<file path="config.mk">
export PLATFORM = sky130hd
export DESIGN_NAME = async_fifo_wptr_full
export DESIGN_NICKNAME = d
export VERILOG_FILES = /design/src/rtl/async_fifo_wptr_full.sv
export SDC_FILE = /design/constraint.sdc
export NUM_CORES = 1
export LEC_CHECK = 0
export CELL_PAD_IN_SITES_DETAIL_PLACEMENT = 0
export CELL_PAD_IN_SITES_GLOBAL_PLACEMENT = 1
export CORE_MARGIN = 4
export CORE_UTILIZATION = 42
export CTS_CLUSTER_SIZE = 40
export DETAILED_ROUTE_END_ITERATION = 10
export GPL_TIMING_DRIVEN = 0
export PLACE_DENSITY_LB_ADDON = 0.1
export SLEW_MARGIN = 20
export SYNTH_ARGS = -nofsm -noshare
export SYNTH_HDL_FRONTEND = slang
export SYNTH_SLANG_ARGS = --single-unit
</file>
<file path="constraint.sdc">
create_clock -name wclk -period 8.5 [get_ports wclk]
set_input_delay 2.125 -clock wclk [delete_from_list [all_inputs] [get_ports wclk]]
set_output_delay 2.125 -clock wclk [all_outputs]
set_load 0.1 [all_outputs]
</file>
<file path="src/rtl/async_fifo_wptr_full.sv">
// async_fifo_wptr_full: write-domain pointer, read-pointer synchroniser and
// registered full / almost-full / level / overflow status for an async FIFO.
module async_fifo_wptr_full #(
   parameter int ADDR_WIDTH = 6,
   parameter int DEPTH      = 2**ADDR_WIDTH,
   parameter int AF_MARGIN  = 4
) (
   input  logic                  wclk,
   input  logic                  wreset_n,
   input  logic                  winc,
   input  logic [ADDR_WIDTH:0]   rptr_gray,
   output logic                  wen,
   output logic [ADDR_WIDTH-1:0] waddr,
   output logic [ADDR_WIDTH:0]   wptr_gray,
   output logic                  wfull,
   output logic                  wafull,
   output logic [ADDR_WIDTH:0]   wlevel,
   output logic                  woverflow
);
   localparam int A  = ADDR_WIDTH;
   localparam int PW = ADDR_WIDTH + 1;
   localparam logic [A:0] AF_TH = PW'(DEPTH - AF_MARGIN);
   logic [A:0] wbin_q, wbin_d, wgray_q, wgray_d, rq1_q, rq2_q, rbin_s, wlevel_q, wlevel_d;
   logic       wfull_q, wfull_d, wafull_q, wafull_d, wovf_q, wovf_d;
   assign wen       = winc & ~wfull_q;
   assign waddr     = wbin_q[A-1:0];
   assign wptr_gray = wgray_q;
   assign wfull     = wfull_q;
   assign wafull    = wafull_q;
   assign wlevel    = wlevel_q;
   assign woverflow = wovf_q;
   // Gray-to-binary: each bit is the XOR of all synchronised bits at or above it
   for (genvar i = 0; i <= A; i++) begin : g_g2b
      assign rbin_s[i] = ^rq2_q[A:i];
   end
   always_comb begin
      wbin_d   = wbin_q + PW'(wen);
      wgray_d  = wbin_d ^ (wbin_d >> 1);
      wlevel_d = wbin_d - rbin_s;
      wfull_d  = wgray_d == {~rq2_q[A:A-1], rq2_q[A-2:0]};
      wafull_d = wlevel_d >= AF_TH;
      wovf_d   = wovf_q | (winc & wfull_q);
   end
   always_ff @(posedge wclk) begin
      if (!wreset_n) begin
         wbin_q   <= '0;
         wgray_q  <= '0;
         rq1_q    <= '0;
         rq2_q    <= '0;
         wlevel_q <= '0;
         wfull_q  <= 1'b0;
         wafull_q <= 1'b0;
         wovf_q   <= 1'b0;
      end else begin
         wbin_q   <= wbin_d;
         wgray_q  <= wgray_d;
         rq1_q    <= rptr_gray;
         rq2_q    <= rq1_q;
         wlevel_q <= wlevel_d;
         wfull_q  <= wfull_d;
         wafull_q <= wafull_d;
         wovf_q   <= wovf_d;
      end
   end
endmodule

</file>
Word level (Yosys, flattened, before mapping). Index checks and enable logic that the tools add are counted.

Register bits: 38. Latch bits: 0. RAM bits: 0. ROM bits: 0. Input port bits: 10. Output and inout bits: 24. Word-level logic and storage cells: 24. Memories kept: 0.

Add/sub/neg operators: 2. $mul: 0. Div/mod/pow operators: 0. $lt $le $gt $ge: 1. Eq/ne operators: 1. Shift operators: 0. Mux-type cells: 0. Bitwise operators: 6. Reductions and logical operators: 6.

Operator list (number): 7-bit by 1-bit adder with 7-bit output (1); 7-bit == test (1); 7-bit by 6-bit >= comparator with 1-bit output, second input constant (1); 7-bit XOR reduction (1); 7-bit subtractor (1); 7-bit by 6-bit bitwise XOR with 7-bit output (1); 6-bit XOR reduction (1); 5-bit XOR reduction (1); 4-bit XOR reduction (1); 3-bit XOR reduction (1); 1-bit AND (2); 2-bit NOT (1); 2-bit XOR reduction (1); 1-bit NOT (1); 1-bit OR (1).

Logic depth before layout (Yosys ltp). Gate-level depths: netlist of the first run.

Depth in word-level cells: 5. Gate-level depth with buffers: 14. Depth with buffers taken out: 14.

Worst setup path after synthesis of the first run. OpenSTA, ideal clock, no wires.

Path type: input to register. Start point: input winc. End point: register wafull_q, in the netlist wafull. Setup time: 0.116 ns. Arrival time: 5.822 ns. Required time: 8.384 ns. Setup slack: 2.562 ns. Stages: 14. Path buffers: 1. Cells stage by stage: nor2b_1 ha_1 and3_1 buf_2 xnor2_1 inv_1 ha_1 nor2b_1 o21ai_0 nand4_1 a21oi_1 o21ai_1 mux2i_1 a41o_1.

Longest elaborated chain between the ends: 4.

RTL lines: from (decl) (line 10) `input logic winc,`; 1-bit AND (line 25) `assign wen = winc & ~wfull_q;`; 7-bit by 1-bit adder with 7-bit output (line 37) `wbin_d = wbin_q + PW'(wen);`; net wbin_d[3] (line 23) `logic [A:0] wbin_q, wbin_d, wgray_q, wgray_d, rq1_q, rq2_q, rbin_s, wlevel_q, wlevel_d;`; 7-bit subtractor (line 39) `wlevel_d = wbin_d - rbin_s;`; 7-bit by 6-bit >= comparator with 1-bit output (line 41) `wafull_d = wlevel_d >= AF_TH;`; to (signal assigned) (line 61) `wafull_q <= wafull_d;`; to (decl) (line 24) `logic wfull_q, wfull_d, wafull_q, wafull_d, wovf_q, wovf_d;`.

The timed path passes the listed nets, and every way through them passes these cells. A chain may end at the register's enable or synchronous reset.

Final worst setup path of the first run.
Start point: input winc. End point: output wen.

Longest elaborated chain between the ends: 1.

RTL lines: 1-bit AND (line 25); to (decl) (line 12) `output logic wen,`.

Every way passes these cells.

==> metrics.yaml, run 1 <==
yosys_register_bits: 37
grt_pass1_vias: 1352
hold_violations: 0
yosysTopAreaCell: "dfxtp_1"
p_leak_nw: 0.952
power.density_mw_per_mm2: 219
area_growth_pct: 25.4
cp_data_arrival_time_ps: 4040
drive_gt1_frac: 0.0684
grt.total_usage: 0.145
internal_power_uw: 313
layout.cells.non_filler: 284
synthCells: 195
clkSinkCount: 37
vias_per_cell: 5.03
gp_congestion: 0.815
synth_edf_count: 0
p_sw_uw: 200
grt_max_degree: 12
routedWlPerCell_um: 13.1
p_comb_frac: 0.381
final_common_cell: "dfxtp_1"
diodes: 0
die_x_um: 74.6
antenna_found_initial: 0
synth.yosys.warnings: 0
dpl.hpwl_mm: 2.86
rows: 23
drc: 0
yosysTopAreaCellShare: 0.397
clk_pin_slew_ps: 70
p_clk_frac: 0.240
tns_ps: 0
h-tree-depth: 2
top_level_ports: 34
worst-path-max-fanout: 3
via_count: 1428
netlist_area_sq_mm: 0.00186
tightest_slew_ps: 987
placedCellCount: 277
final_cell_mix: "dfxtp_1, clkdlybuf4s50_1, and2_1"
hold_buffers: 0
ant_nets: 0
syn_area_per_cell_sq_um: 9.56
numCtsBuffers: 5
cp-start-kind: "input pin"
core-area_sq_mm: 0.00414
ys_types: 42
drtIter0Drc: 43
post_cts_buffers: 0
cts_buffer_depth: 2
synth_area_leaders: "dfxtp_1, and2_1, xnor2_1"
placed_area_sq_mm: 0.00225
slew_headroom: 0.340
root_buffer: "clkbuf_8"
finClkSkew_ps: 7.57
ir_worst_vdd_mv: 0.105
io_buffers: 32
crit_type: "in -> out"
setup_viol: 0
outcome: "finished clean"
syn_nets: 212
wirelength_mm: 3.72
max_freq_mhz: 162
fin_crit_sh: 0.725
required_ps: 6380
end_kind: "output port"
p_seq_frac: 0.378
max_cap_viol_count: 0
clk_latency_ps: 280
finalCriticalPeriod_ps: 6170
grt_overflow: 0
rsz0062_at_grt: "false"
synth-seq-area-share: 0.397
cts_tree: "yes"
nNetsFinal: 251
synthFlopType: "dfxtp_1"
start_util: 0.450
worstHoldPathType: "reg -> reg"
dr.pass1.iters: 4
switching_share: 0.389
postLayoutCellArea_sq_mm: 0.00234
slew_violations: 0
power_uw: 513
ctsResizeCount: 0
die_y_um: 74.6
fp.dieArea_sq_mm: 0.00557
grt_pass1_wl_mm: 6.07
synth-async-reset-ratio: 0
-- layout make-up --
cell class              count  area [sq um]
flip-flops and latches     37           741
well taps                  50          62.6
clock inverters             1          7.51
multi-input cells         141          1060
fillers                   378          1810
plain buffers              10          40.0
repair buffers             32           320
clock buffers               6          82.6
inverters                   7          26.3
-- power by group through the flow --
stage,Combinational (mW),Clock (mW),Sequential [mW]
after detailed placement,0.197,0,0.198
final,0.195,0.123,0.194
after floorplan,0.0680,0,0.285
after CTS,0.197,0.129,0.194
after global routing,0.208,0.137,0.195
after global placement,0.195,0,0.198
-- registers in the layout (all words and copies together) (netlist names) --
register   count
wptr_gray      6
wbin_q         7
wfull          1
rq1_q          7
wafull         1
rq2_q          7
wlevel         7
woverflow      1
-- synthesized netlist by cell type (2+ instances only) --
library cell / count
nand4_1: 2
nor3b_1: 4
xnor2_1: 20
dfxtp_1: 37
o21ai_0: 7
a21oi_1: 8
ha_1: 6
mux2i_1: 2
inv_1: 6
xnor2_2: 2
nor3_1: 2
nand3_1: 2
buf_2: 2
clkbuf_1: 8
nand2_1: 4
nor2_1: 8
and3_1: 3
nor2b_1: 9
xor2_1: 10
and3b_1: 4
and2_1: 28
-- final timing paths --
kind | from | endpoint | slack [ps] | depth (start not counted)
setup / recovery | winc | wen | 2330 | 3
hold / removal | rq1_q[1] | rq2_q[1] | 430 | 1
setup reg to reg | rq2_q[6] | wafull | 4830 | 13
hold reg to reg | rq1_q[1] | rq2_q[1] | 430 | 1
-- metal layers --
metal / vias to the layer above / wire length (um) / global-route usage
li1: 718 / - / -
met1: 680 / 1650 / 0.173
met2: 26 / 1890 / 0.253
met3: 4 / 151 / 0.0441
met4: 0 / 35 / 0.0375
met5: - / 0 / 0
-- through the flow --
stage / utilization / worst slack, ps / hold WS (ps)
floorplan: - / 2560 / 406
global placement: 0.542 / 2370 / 411
detailed placement: 0.542 / 2320 / 410
CTS: 0.564 / 2320 / 427
global route: 0.564 / 2280 / 440
finish: 0.564 / 2330 / 427
-- critical path, cell delays in order --
cell	delay, ps
clkdlybuf4s50_1	480
nor2b_1	240
clkdlybuf4s50_1	1190
-- cell families (layout without fill, tap and decap cells) --
family,Yosys count,count (layout),share of synthesized area
buffers and inverters,17,56,0.0356
xor gates and xnor gates,33,33,0.167
DFF,37,37,0.397
and+or+nand+nor,74,74,0.244
muxes,2,2,0.0107
adders and majority gates,8,8,0.0564
AOI/OAI and AO/OA,24,24,0.0886
Note: power is estimated with default switching activity, not from simulation.
==> inputs of run 2 (changes only) <==
--- a/config.mk
+++ b/config.mk
@@ -8,7 +8,7 @@
 export CELL_PAD_IN_SITES_DETAIL_PLACEMENT = 0
 export CELL_PAD_IN_SITES_GLOBAL_PLACEMENT = 1
 export CORE_MARGIN = 4
-export CORE_UTILIZATION = 42
+export CORE_UTILIZATION = 36
 export CTS_CLUSTER_SIZE = 40
 export DETAILED_ROUTE_END_ITERATION = 10
 export GPL_TIMING_DRIVEN = 0
==> constraint.sdc (replaced) <==
create_clock -name wclk -period 5.12 [get_ports wclk]
set_input_delay 1.28 -clock wclk [delete_from_list [all_inputs] [get_ports wclk]]
set_output_delay 1.28 -clock wclk [all_outputs]
set_load 0.1 [all_outputs]
==> run 2 against run 1 <==
  * Sequential share of layout area decreased by 0.20 points
  * Via count decreased by 1.1%
  * Worst hold slack about the same
  * Non-clock buffer count unchanged
  * Largest power group unchanged
  * Critical path type unchanged
  * Cell count increased by 6.3%
  * Core utilization decreased by 8.2 points
  * Global-route usage decreased by 1.4 points
  * Total power increased by 64%
==> metrics.yaml, run 2 (synthesis gave the netlist of run 1 again) <==
outcome: "finished clean"
p_leak_nw: 0.947
root_buffer: "clkbuf_8"
clk_latency_ps: 280
grt_pass1_wl_mm: 6.44
cts_buffer_depth: 2
power_uw: 842
final_common_cell: "dfxtp_1"
via_count: 1413
antenna_found_initial: 0
clkSinkCount: 37
crit_cells: 3
cp_data_arrival_time_ps: 3250
p_seq_frac: 0.382
fp.dieArea_sq_mm: 0.00639
crit_top_cell: "clkdlybuf4s50_1"
cpPeakStageDelay_ps: 1200
p_clk_frac: 0.232
end_kind: "output port"
hold_ws_ps: 427
holdPathStages: 1
hold_buffers: 0
tightest_slew_ps: 975
post_cts_buffers: 0
p_sw_uw: 332
max_freq_mhz: 221
start_util: 0.382
crit_type: "in -> out"
worstHoldPathType: "reg -> reg"
critical_path.cell_chain: "clkdlybuf4s50_1 -> nor2b_1 -> clkdlybuf4s50_1"
ctsResizeCount: 0
layout.cells.non_filler: 302
tns_ps: 0
max_cap_viol_count: 0
die_x_um: 80.0
power.density_mw_per_mm2: 358
gp_congestion: 0.760
p_comb_frac: 0.386
clk_pin_slew_ps: 70
num-fill-cells: 473
dr.pass1.iters: 4
finalCriticalPeriod_ps: 4530
cp_top_family: "buffers and inverters"
slew_headroom: 0.348
drc: 0
diodes: 0
slowest_stage: "clkdlybuf4s50_1"
ant_nets: 0
vias_per_cell: 4.68
switching_share: 0.394
cp-start-kind: "input pin"
placedCellCount: 294
required_ps: 3840
slew_violations: 0
fin_crit_sh: 0.885
rsz0062_at_grt: "false"
top_level_ports: 34
worst-path-max-fanout: 3
cts_tree: "yes"
drtIter0Drc: 25
grt_max_degree: 12
routedWlPerCell_um: 12.7
numCtsBuffers: 5
reg2regPathDepth: 13
grt_overflow: 0
rows: 25
grt.total_usage: 0.130
hold_violations: 0
setup_viol: 0
dpl.hpwl_mm: 2.90
area_growth_pct: 26.2
core-area_sq_mm: 0.00488
io_buffers: 32
final_cell_mix: "dfxtp_1, clkdlybuf4s50_1, and2_1"
grt_pass1_vias: 1424
wirelength_mm: 3.82
ir_worst_vdd_mv: 0.181
internal_power_uw: 510
finish.utilization: 0.482
h-tree-depth: 2
nNetsFinal: 251
finClkSkew_ps: 2.84
crit_buf_inv: 2
drive_gt1_frac: 0.0638
die_y_um: 80.0
run 2: changes by cell type in the layout (fill, tap and decap cells not counted):
cell and delta:
clkbuf_1 +2, clkbuf_8 -1
run 2: metal layers:
metal  GRT usage  share of wire
met5           0              0
met1       0.153           0.46
met3      0.0339          0.043
met4      0.0591          0.026
met2       0.221           0.47
run 2: final cells by class:
cell class	count	area, sq um	share of cell area
Clock inverter	1	7.51	0.00319
Sequential cell	37	741	0.315
Inverter	7	26.3	0.0112
Tap cell	67	83.8	0.0356
Multi-Input combinational cell	141	1060	0.449
Buffer	10	40.0	0.0170
Timing Repair Buffer	32	320	0.136
Clock buffer	7	76.3	0.0324
run 2: power groups by stage:
stage / clock, mW / combinational [mW] / sequential [mW]
detailed placement: 0 / 0.326 / 0.329
CTS: 0.203 / 0.327 / 0.322
floorplan: 0 / 0.113 / 0.473
global route: 0.215 / 0.344 / 0.325
finish: 0.195 / 0.325 / 0.322
global placement: 0 / 0.324 / 0.328
run 2: per-stage QoR:
step / area, sq um / setup WS, ps
detailed placement: 2270 / 474
CTS: 2350 / 583
floorplan: 1860 / 27.0
global placement: 2270 / 509
finish: 2350 / 590
global route: 2350 / 548
run 2: worst paths after layout:
path	from	to	slack [ps]
setup / recovery	winc	wen	590
hold / removal	rq1_q[1]	rq2_q[1]	430
setup reg to reg	rq2_q[6]	wafull	1460
hold reg to reg	rq1_q[1]	rq2_q[1]	430
run 2: worst register-to-register path: cells and delay by family (launching register included):
family	cells	cell delay, ps
xor gates and xnor gates	5	1190
adders and majority gates	2	680
and+or+nand+nor	2	640
DFF	1	460
AOI/OAI and AO/OA	3	400
muxes	1	260
